File: config.mk
export PLATFORM = sky130hd
export DESIGN_NAME = fdc_sector_server
export DESIGN_NICKNAME = d
export VERILOG_FILES = /design/src/rtl/fdc_sector_server_pkg.sv /design/src/rtl/fdc_sector_server_lba_calc.sv /design/src/rtl/fdc_sector_server.sv
export SDC_FILE = /design/constraint.sdc
export NUM_CORES = 1
export LEC_CHECK = 0
export CAP_MARGIN = 10
export CORE_MARGIN = 10
export CORE_UTILIZATION = 55
export CTS_BUF_LIST = sky130_fd_sc_hd__clkbuf_4
export CTS_CLUSTER_DIAMETER = 40
export DETAILED_ROUTE_END_ITERATION = 10
export GPL_TIMING_DRIVEN = 0
export PLACE_DENSITY = 0.88
export SLEW_MARGIN = 20
export SYNTH_ARGS = -nofsm -noshare
export SYNTH_HDL_FRONTEND = slang
export SYNTH_SLANG_ARGS = --single-unit
File: constraint.sdc
create_clock -name clk -period 8.8 [get_ports clk]
set_input_delay 1.76 -clock clk [delete_from_list [all_inputs] [get_ports clk]]
set_output_delay 1.76 -clock clk [all_outputs]
set_load 0.02 [all_outputs]
File: src/rtl/fdc_sector_server_pkg.sv
// fdc_sector_server_pkg: disk_sr/disk_cr bit map, sector size, CPC format ids and FSM states
package fdc_sector_server_pkg;
    localparam int SR_RD_A = 17;
    localparam int SR_RD_B = 18;
    localparam int SR_WR_A = 20;
    localparam int SR_WR_B = 21;
    localparam int SR_HEAD = 15;
    localparam int CR_DONE = 4;
    localparam int CR_NF = 3;
    localparam int SECTOR_BYTES = 512;
    localparam logic [7:0] FMT_DATA = 8'hC1;
    localparam logic [7:0] FMT_SYS = 8'h41;
    localparam logic [7:0] FMT_IBM = 8'h01;

    typedef enum logic [2:0] {
        S_IDLE,
        S_CHECK,
        S_RD_REQ,
        S_RD_STREAM,
        S_WR_REQ,
        S_WR_STREAM,
        S_DONE
    } state_t;

    function automatic logic req_any(input logic [31:0] sr);
        return sr[SR_RD_A] | sr[SR_RD_B] | sr[SR_WR_A] | sr[SR_WR_B];
    endfunction
endpackage

File: src/rtl/fdc_sector_server_lba_calc.sv
// fdc_sector_server_lba_calc: validates a latched sector address against the mounted image and maps it to a linear block
module fdc_sector_server_lba_calc #(
    parameter int TRACKS = 40,
    parameter int SIDES  = 1,
    parameter int SPT    = 9
) (
    input  logic        i_drv,
    input  logic [6:0]  i_cyl,
    input  logic        i_head,
    input  logic [7:0]  i_id,
    input  logic [1:0]  i_img_ready,
    input  logic [3:0]  i_fmt_hi,
    output logic        o_valid,
    output logic [31:0] o_lba
);
    logic [31:0] w_track;
    logic [3:0]  w_sec;

    // Sector ids are 1-based within a track and carry the format in the high nibble
    always_comb begin
        w_sec   = i_id[3:0];
        w_track = (32'(i_drv) * 32'(TRACKS) + 32'(i_cyl)) * 32'(SIDES) + 32'(i_head);
        o_lba   = w_track * 32'(SPT) + 32'(w_sec) - 32'd1;
        o_valid = i_img_ready[i_drv] && (32'(i_cyl) < 32'(TRACKS)) && (32'(i_head) < 32'(SIDES))
                  && (i_id[7:4] == i_fmt_hi) && (w_sec != 4'd0) && (32'(w_sec) <= 32'(SPT));
    end
endmodule

File: src/rtl/fdc_sector_server.sv
// fdc_sector_server: services nec765 sector requests by moving 512-byte blocks between a block store and the FDC fifos
module fdc_sector_server
    import fdc_sector_server_pkg::*;
#(
    parameter int TRACKS  = 40,
    parameter int SIDES   = 1,
    parameter int SPT     = 9,
    parameter int TIMEOUT = 1 << 20
) (
    input  logic        clk,
    input  logic        rst_n,
    input  logic [31:0] i_disk_sr,
    output logic [31:0] o_disk_cr,
    input  logic [1:0]  i_img_ready,
    input  logic [7:0]  i_img_first_id,
    output logic [7:0]  o_disk_data_in,
    output logic        o_disk_data_clkin,
    input  logic [7:0]  i_disk_data_out,
    output logic        o_disk_data_clkout,
    output logic [31:0] o_blk_lba,
    output logic        o_blk_rd,
    output logic        o_blk_wr,
    input  logic        i_blk_ack,
    input  logic        i_blk_dvalid,
    input  logic [7:0]  i_blk_rdata,
    input  logic        i_blk_wreq,
    output logic [7:0]  o_blk_wdata,
    output logic        o_blk_wvalid
);
    localparam int WD = $clog2(TIMEOUT) + 1;

    state_t        r_state, w_next;
    logic [7:0]    r_id;
    logic [6:0]    r_cyl;
    logic          r_head, r_drv, r_wr, r_nf, w_nf;
    logic [9:0]    r_cnt;
    logic [WD-1:0] r_wdog;
    logic [31:0]   r_lba, w_lba;
    logic [7:0]    r_data_in, r_wdata;
    logic          r_clkin, r_clkout, r_cap, r_wvalid;
    logic          w_valid, w_req, w_req_wr, w_req_drv, w_active, w_event, w_expire, w_last;
    logic          w_unused;

    assign w_req     = req_any(i_disk_sr);
    assign w_req_wr  = !(i_disk_sr[SR_RD_A] || i_disk_sr[SR_RD_B]);
    assign w_req_drv = i_disk_sr[SR_RD_A] ? 1'b0 : i_disk_sr[SR_RD_B] ? 1'b1 : !i_disk_sr[SR_WR_A];
    assign w_active  = r_state inside {S_RD_REQ, S_RD_STREAM, S_WR_REQ, S_WR_STREAM};
    assign w_event   = i_blk_ack | i_blk_dvalid | i_blk_wreq;
    assign w_expire  = (r_wdog == WD'(TIMEOUT - 1)) && !w_event;
    assign w_last    = r_cnt == 10'(SECTOR_BYTES - 1);
    assign w_unused  = ^{i_disk_sr[31:22], i_disk_sr[19], i_disk_sr[16]};

    fdc_sector_server_lba_calc #(
        .TRACKS(TRACKS),
        .SIDES (SIDES),
        .SPT   (SPT)
    ) u_lba (
        .i_drv      (r_drv),
        .i_cyl      (r_cyl),
        .i_head     (r_head),
        .i_id       (r_id),
        .i_img_ready(i_img_ready),
        .i_fmt_hi   (i_img_first_id[7:4]),
        .o_valid    (w_valid),
        .o_lba      (w_lba)
    );

    // State and not-found flag; reset drops every request and strobe immediately
    always_ff @(posedge clk or negedge rst_n) begin
        if (!rst_n) begin
            r_state <= S_IDLE;
            r_nf    <= 1'b0;
        end else begin
            r_state <= w_next;
            r_nf    <= w_nf;
        end
    end

    // Next state: expiry only counts when no store event arrived this cycle
    always_comb begin
        w_next = r_state;
        w_nf   = r_nf;
        case (r_state)
            S_IDLE:      w_next = w_req ? S_CHECK : S_IDLE;
            S_CHECK: begin
                w_next = !w_valid ? S_DONE : r_wr ? S_WR_REQ : S_RD_REQ;
                w_nf   = !w_valid;
            end
            S_RD_REQ: begin
                w_next = i_blk_ack ? S_RD_STREAM : w_expire ? S_DONE : S_RD_REQ;
                w_nf   = w_expire;
            end
            S_RD_STREAM: begin
                w_next = ((i_blk_dvalid && w_last) || w_expire) ? S_DONE : S_RD_STREAM;
                w_nf   = w_expire;
            end
            S_WR_REQ: begin
                w_next = i_blk_ack ? S_WR_STREAM : w_expire ? S_DONE : S_WR_REQ;
                w_nf   = w_expire;
            end
            S_WR_STREAM: begin
                w_next = ((i_blk_wreq && w_last) || w_expire) ? S_DONE : S_WR_STREAM;
                w_nf   = w_expire;
            end
            S_DONE:      w_next = w_req ? S_DONE : S_IDLE;
            default:     w_next = S_IDLE;
        endcase
    end

    // Request latch, byte counting, watchdog and the fifo strobe pipelines
    always_ff @(posedge clk or negedge rst_n) begin
        if (!rst_n) begin
            r_id      <= '0;
            r_cyl     <= '0;
            r_head    <= 1'b0;
            r_drv     <= 1'b0;
            r_wr      <= 1'b0;
            r_lba     <= '0;
            r_cnt     <= '0;
            r_wdog    <= '0;
            r_data_in <= '0;
            r_clkin   <= 1'b0;
            r_clkout  <= 1'b0;
            r_cap     <= 1'b0;
            r_wdata   <= '0;
            r_wvalid  <= 1'b0;
        end else begin
            if (r_state == S_IDLE && w_req) begin
                r_id   <= i_disk_sr[7:0];
                r_cyl  <= i_disk_sr[14:8];
                r_head <= i_disk_sr[SR_HEAD];
                r_drv  <= w_req_drv;
                r_wr   <= w_req_wr;
            end
            if (r_state == S_CHECK)
                r_lba <= w_lba;
            r_cnt   <= (r_state == S_CHECK) ? '0
                     : ((r_state == S_RD_STREAM && i_blk_dvalid) || (r_state == S_WR_STREAM && i_blk_wreq)) ? r_cnt + 10'd1
                     : r_cnt;
            r_wdog  <= (!w_active || w_event) ? '0 : r_wdog + 1'b1;
            r_clkin <= r_state == S_RD_STREAM && i_blk_dvalid;
            if (r_state == S_RD_STREAM && i_blk_dvalid)
                r_data_in <= i_blk_rdata;
            r_clkout <= r_state == S_WR_STREAM && i_blk_wreq;
            r_cap    <= r_clkout;
            r_wvalid <= r_cap;
            if (r_cap)
                r_wdata <= i_disk_data_out;
        end
    end

    // Status word: format id of the selected drive plus done/not-found while in DONE
    always_comb begin
        o_disk_cr          = '0;
        o_disk_cr[31:24]   = i_img_ready[r_drv] ? i_img_first_id : 8'h00;
        o_disk_cr[CR_DONE] = r_state == S_DONE;
        o_disk_cr[CR_NF]   = r_state == S_DONE && r_nf;
    end

    assign o_blk_rd           = r_state == S_RD_REQ;
    assign o_blk_wr           = r_state == S_WR_REQ;
    assign o_blk_lba          = r_lba;
    assign o_disk_data_in     = r_data_in;
    assign o_disk_data_clkin  = r_clkin;
    assign o_disk_data_clkout = r_clkout;
    assign o_blk_wdata        = r_wdata;
    assign o_blk_wvalid       = r_wvalid;
endmodule

==> results.md, run 1 <==
* Tcrit/Tclk final at 58.8%
* Setup TNS at 0 ns
* Share of synthesized registers carrying an async set or reset at 100%
* Post-CTS sizing at 0
* Vias/cell at ~5.3
* Residual DRC count at 0
* CTS hold repair buffers at 0
* Number of slew-limit violations in the final report at 0
* Mapped Cells at 576
* Die ar. at 15300 µm²
* # nets final at 835
* Peak Freq at 193 MHz
* Seq/Total Area, Yosys at about 42%
* Die H at 124 µm
* Area Overhead vs Synth at 26.5%
* Number of global-route vias before repair at 4691
* Clock root buffer: clkbuf_4
* Worst Tran Pin Value at 0.688 ns
* CP Class: input port to output pin
* Setup crit start kind: input port
* Drt pass-1 iters at 4
* IO Pins at 148
* Avg Inst Size Synth at 10.3 µm²
* Post-route insts no fill at 867
* Final Instance Area at 7500 µm²
* Placed cell areas at 7350 µm²
* Synth area leader: dfrtp_1
* Post-route minimum period at 5.18 ns
* Initial DRC count at 334
* First-pass GRT wire length at 22500 µm
* Final setup fails at 0
* Prevailing post-synth register cell: dfrtp_1
* Worst Path Arrival at roughly 3.4 ns
* Maxcap violations at 0
* Dpl hpwl at 10900 µm
* Maximum fanout along the worst path at 9
* Gr ovfl total at 0
* Status: complete, no violations
* Max clock buf depth at 2
* Skew-Pair Late Insertion Delay at 0.48 ns
* Post-Syn Area at ~6000 µm²
* Worst setup EP type: output pin
* Ys Warns at 0
* Layout fillers at 743
* Core Region at ~10000 µm²
* Critical Path RT at 7.04 ns
* #FFs+latches synth at 100
* RSZ-0062 raised after global routing: false
* Post-synth EDFFs at 0
* ANT cells at 0
* Yosys top cell area share at 42.2%
* Post-CTS Setup Inserts at 0
* Synth area leaders: dfrtp_1 (42%), ha_1 (7.6%), mux2_1 (4.6%), buf_4 (3.5%), xnor2_1 (3.5%)
* Reg clk slew, reported paths at 0.16 ns
* Routed WL at 13400 µm
* Initial antenna violation count at 0
* Antenna Nets Post-Route at 0
* Clock sink total at 100
* Worst slew margin at 52.8%
* Die Wd at about 120 µm
* Most frequent cells in the layout: clkdlybuf4s50_1 (112), dfrtp_1 (100), nand2_1 (49), nor2_1 (45), inv_1 (38)
* Fin. Hold Viols at 0
* Routed vias at 4574
* Overall Global Routing Usage at 18.0%
* Global placer's final weighted congestion at 0.882
* Placed insts at 851
* Starting Density at 56.9%
* Share of layout cells above drive strength 1 at 10.5%
* Routed len/inst at 15.5 µm
* IO Port Bufs at 113
* Leading cell type in the layout, fill and taps excluded: clkdlybuf4s50_1
* H-tree depth at 3
* Cell variety after synth at 70
* # rows at 37
* CTS Buf Count at 9
* TritonCTS clock tree: built
* Largest net degree at the start of global routing at 84
* Worst Hold Class: register to register
* Clk_skew at 0.0167 ns
## final cells by class
type                    instances  area, µm²  area share, %
clock buffers                   9       67.6          0.901
well taps                     136        170           2.27
flip-flops and latches        100       2500           33.4
clock inverters                 7       81.3           1.08
multi-input cells             420       3090           41.2
inverters                      38        143           1.90
repair buffers                114       1160           15.5
plain buffers                  43        283           3.77
## Yosys cell counts, types with 5 or more instances
master      n
xnor2_1    24
nor2_1     45
xor2_1     19
mux2_2      8
dfrtp_1   100
nor3_1     12
nand2_1    49
fa_1       10
nor2b_1    16
inv_1      38
nand4_1    10
a21oi_1    18
mux2_1     24
o21a_1      6
o21ai_0    20
clkbuf_1    9
ha_1       36
buf_4      28
and3_1      5
nand3_1    18
## cell families (layout without fill, tap and decap cells)
| family | Yosys count | in the layout | synth area share, % |
|---|---|---|---|
| AOI/OAI and AO/OA | 76 | 76 | 8.70 |
| xor gates and xnor gates | 43 | 43 | 6.36 |
| adders and majority gates | 46 | 46 | 11.0 |
| buffers and inverters | 81 | 211 | 7.18 |
| DFF | 100 | 100 | 42.2 |
| muxes | 36 | 36 | 6.76 |
| other | 2 | 27 | 0.127 |
| and+or+nand+nor | 192 | 192 | 17.7 |
## sequential cells by signal, indices dropped and copies added, names as in the netlist, 3 cells and up
signal,cells
r_wdog,21
r_cyl,7
r_cnt,10
r_state,3
o_blk_wdata,8
o_disk_data_in,8
o_blk_lba,27
r_id,8
## per-layer routing
| layer | vias up | track usage (%) | part of all wire (%) |
|---|---|---|---|
| met5 | - | 0 | 0 |
| met4 | 0 | 7.21 | 1.9 |
| met3 | 24 | 5.07 | 9.0 |
| met2 | 140 | 30.1 | 49 |
| met1 | 2189 | 21.5 | 40 |
| li1 | 2221 | - | - |
## through the flow
stage          setup slack [ns]  hold slack [ns]  util (%)
2_1_floorplan              4.63            0.352         -
3_3_place_gp               2.35            0.364      70.3
3_5_place_dp               3.58            0.359      70.6
4_1_cts                    3.59            0.397      72.0
5_1_grt                    3.48            0.426      72.0
6_report                   3.62            0.393      72.0
## final timing paths
check	start	to	slack (ns)	cells past startpoint
min in group asynchronous	rst_n	o_disk_data_in[2]	1.08	1
min reg2reg	r_cap	o_blk_wvalid	0.39	0
max in group asynchronous	rst_n	o_blk_lba[22]	7.07	2
max	i_img_ready[1]	o_disk_cr[29]	3.62	4
min	r_cap	o_blk_wvalid	0.39	0
max reg2reg	r_drv	o_blk_lba[14]	3.97	17
## worst max-delay path, stage by stage
cell and delay (ns):
clkdlybuf4s50_1 0.40, mux2i_1 0.56, nor2b_1 0.11, clkdlybuf4s50_1 0.58
Power of run 1 is not shown: default switching activity piles up to over one toggle a cycle in this logic, so the estimate is an artifact.
==> run 2, diff against run 1 <==
--- a/config.mk
+++ b/config.mk
@@ -7,12 +7,12 @@
 export LEC_CHECK = 0
 export CAP_MARGIN = 10
 export CORE_MARGIN = 10
-export CORE_UTILIZATION = 55
+export CORE_UTILIZATION = 52
 export CTS_BUF_LIST = sky130_fd_sc_hd__clkbuf_4
 export CTS_CLUSTER_DIAMETER = 40
 export DETAILED_ROUTE_END_ITERATION = 10
 export GPL_TIMING_DRIVEN = 0
-export PLACE_DENSITY = 0.88
+export PLACE_DENSITY = 0.84
 export SLEW_MARGIN = 20
 export SYNTH_ARGS = -nofsm -noshare
 export SYNTH_HDL_FRONTEND = slang
==> constraint.sdc (replaced) <==
create_clock -name clk -period 4.9 [get_ports clk]
set_input_delay 0.98 -clock clk [delete_from_list [all_inputs] [get_ports clk]]
set_output_delay 0.98 -clock clk [all_outputs]
set_load 0.02 [all_outputs]
==> run 2 against run 1 <==
  * Clock skew up 0.0013 ns
  * Final cell count up 0.35%
  * Flip-flop and latch count unchanged
  * Clock-buffer cell count up 3
==> results.md, run 2 (synthesized netlist as in run 1, its figures left out) <==
* Status: complete, no violations
* Share of layout cells above drive strength 1 at between 10% and 20%
* # nets final at 835
* Reg clk slew, reported paths at between 0.1 and 0.15 ns
* Grt peak-use layer: met2
* Drt pass-1 iters at 4
* Met3 usage at 6.41%
* CP Class: register to register
* Starting Density at 54.0%
* Clock sink total at 100
* Gr ovfl total at 0
* Dpl hpwl at 10600 µm
* Residual DRC count at 0
* Leading cell type in the layout, fill and taps excluded: clkdlybuf4s50_1
* Layout fillers at 873
* H-tree depth at 3
* Setup crit start kind: register
* TritonCTS clock tree: built
* Worst Tran Pin Value at 0.752 ns
* Antenna Nets Post-Route at 0
* Die Wd at 127 µm
* Max reg flops at 27
* Fin. Hold Viols at 0
* First-pass GRT wire length at 22600 µm
* Critical Path RT at 5.30 ns
* Vias/cell at 5.25
* Overall Global Routing Usage at between 10% and 20%
* Post-route insts no fill at 870
* Maximum fanout along the worst path at 5
* Placed insts at 855
* RSZ-0062 raised after global routing: false
* Peak Freq at ~220 MHz
* Worst Hold Class: input port to async pin
* Final setup fails at 0
* Global placer's final weighted congestion at 0.860
* Initial DRC count at approximately 370
* Clock root buffer: clkbuf_4
* Skew-Pair Late Insertion Delay at 0.47 ns
* Worst Path Arrival at a little under 5 ns
* Post-route minimum period at approximately 4.5 ns
* ANT cells at 0
* Most frequent cells in the layout: clkdlybuf4s50_1 (112), dfrtp_1 (100), nand2_1 (49), nor2_1 (45), inv_1 (38)
* Die H at 127 µm
* Grt met1 use at 20.3%
* Core Region at 11000 µm²
* Maxcap violations at 0
* Routed WL at 13400 µm
* Final core utilization at about two thirds
* Routed vias at 4564
* Number of global-route vias before repair at 4612
* Die ar. at roughly 16000 µm²
* Initial antenna violation count at 0
* Post-CTS Setup Inserts at 0
* Largest net degree at the start of global routing at 72
* CTS Buf Count at 9
* Routed len/inst at 15.5 µm
* Number of slew-limit violations in the final report at 0
* Tcrit/Tclk final at between 90 and 100%
* Worst slew margin at 49.4%
* Final hold slack at 0.359 ns
* Area Overhead vs Synth at 26.5%
* Worst setup EP type: register
* IO Port Bufs at 113
* Met2 Usage GRT at between 20 and 30%
* Clk_skew at between 0.015 and 0.02 ns
* IO Pins at between 100 and 150
* # rows at 38
* Max clock buf depth at 2
==> run 2: metrics by stage <==
step                setup slack [ns]  area, µm²  setup TNS [ns]
floorplan                      0.730       6020               0
global placement              -0.804       7330          -79.52
detailed placement             0.280       7350               0
CTS                            0.217       7480               0
global route                  0.0567       7490               0
finish                         0.373       7490               0
==> run 2: worst paths after layout <==
path	endpoint	startpoint	depth (start not counted)	slack [ns]
hold reg to reg	r_cap	o_disk_data_clkout	0	0.38
setup reg to reg	o_blk_lba[14]	r_drv	17	0.37
max in group asynchronous	o_disk_data_clkout	rst_n	2	3.91
min in group clk	r_cap	o_disk_data_clkout	0	0.38
hold / removal	r_cyl[3]	rst_n	1	0.36
setup / recovery	o_blk_lba[14]	r_drv	17	0.37
==> run 2: final cells by class <==
class | instances | area, µm² | share of cell area (%)
clock buffer | 12 | 90.1 | 1.20
inverter | 38 | 143 | 1.90
tap | 140 | 175 | 2.34
clock inverter | 3 | 38.8 | 0.518
multi-input combinational | 420 | 3100 | 41.4
timing repair buffer | 114 | 1160 | 15.5
buffer | 43 | 283 | 3.77
sequential | 100 | 2500 | 33.4
==> run 2: worst max-delay path, stage by stage, from the launching register on <==
cell and delay [ns]:
dfrtp_1 0.47, ha_1 0.22, ha_1 0.21, xor2_1 0.25, nor2b_1 0.16, nand2_1 0.07
xor2_1 0.24, xnor2_1 0.16, fa_1 0.56, inv_1 0.04, ha_1 0.29, ha_1 0.37
a21o_1 0.22, a21oi_2 0.21, a21oi_1 0.16, o41ai_2 0.38, ha_1 0.29, o21ai_0 0.16
==> run 2: per-layer routing <==
metal	vias to the layer above	share of wire (%)	routed length, µm
met1	2210	43	5720
met2	124	48	6500
met3	11	8.1	1090
met4	0	0.98	132
met5	-	0	0
li1	2219	-	-
==> run 2: timing repair <==
action	CTS	global route
setup endpoints to repair	0	1
resized for setup	0	2
hold buffers	0	0
Power of run 2 is left out for the same reason.
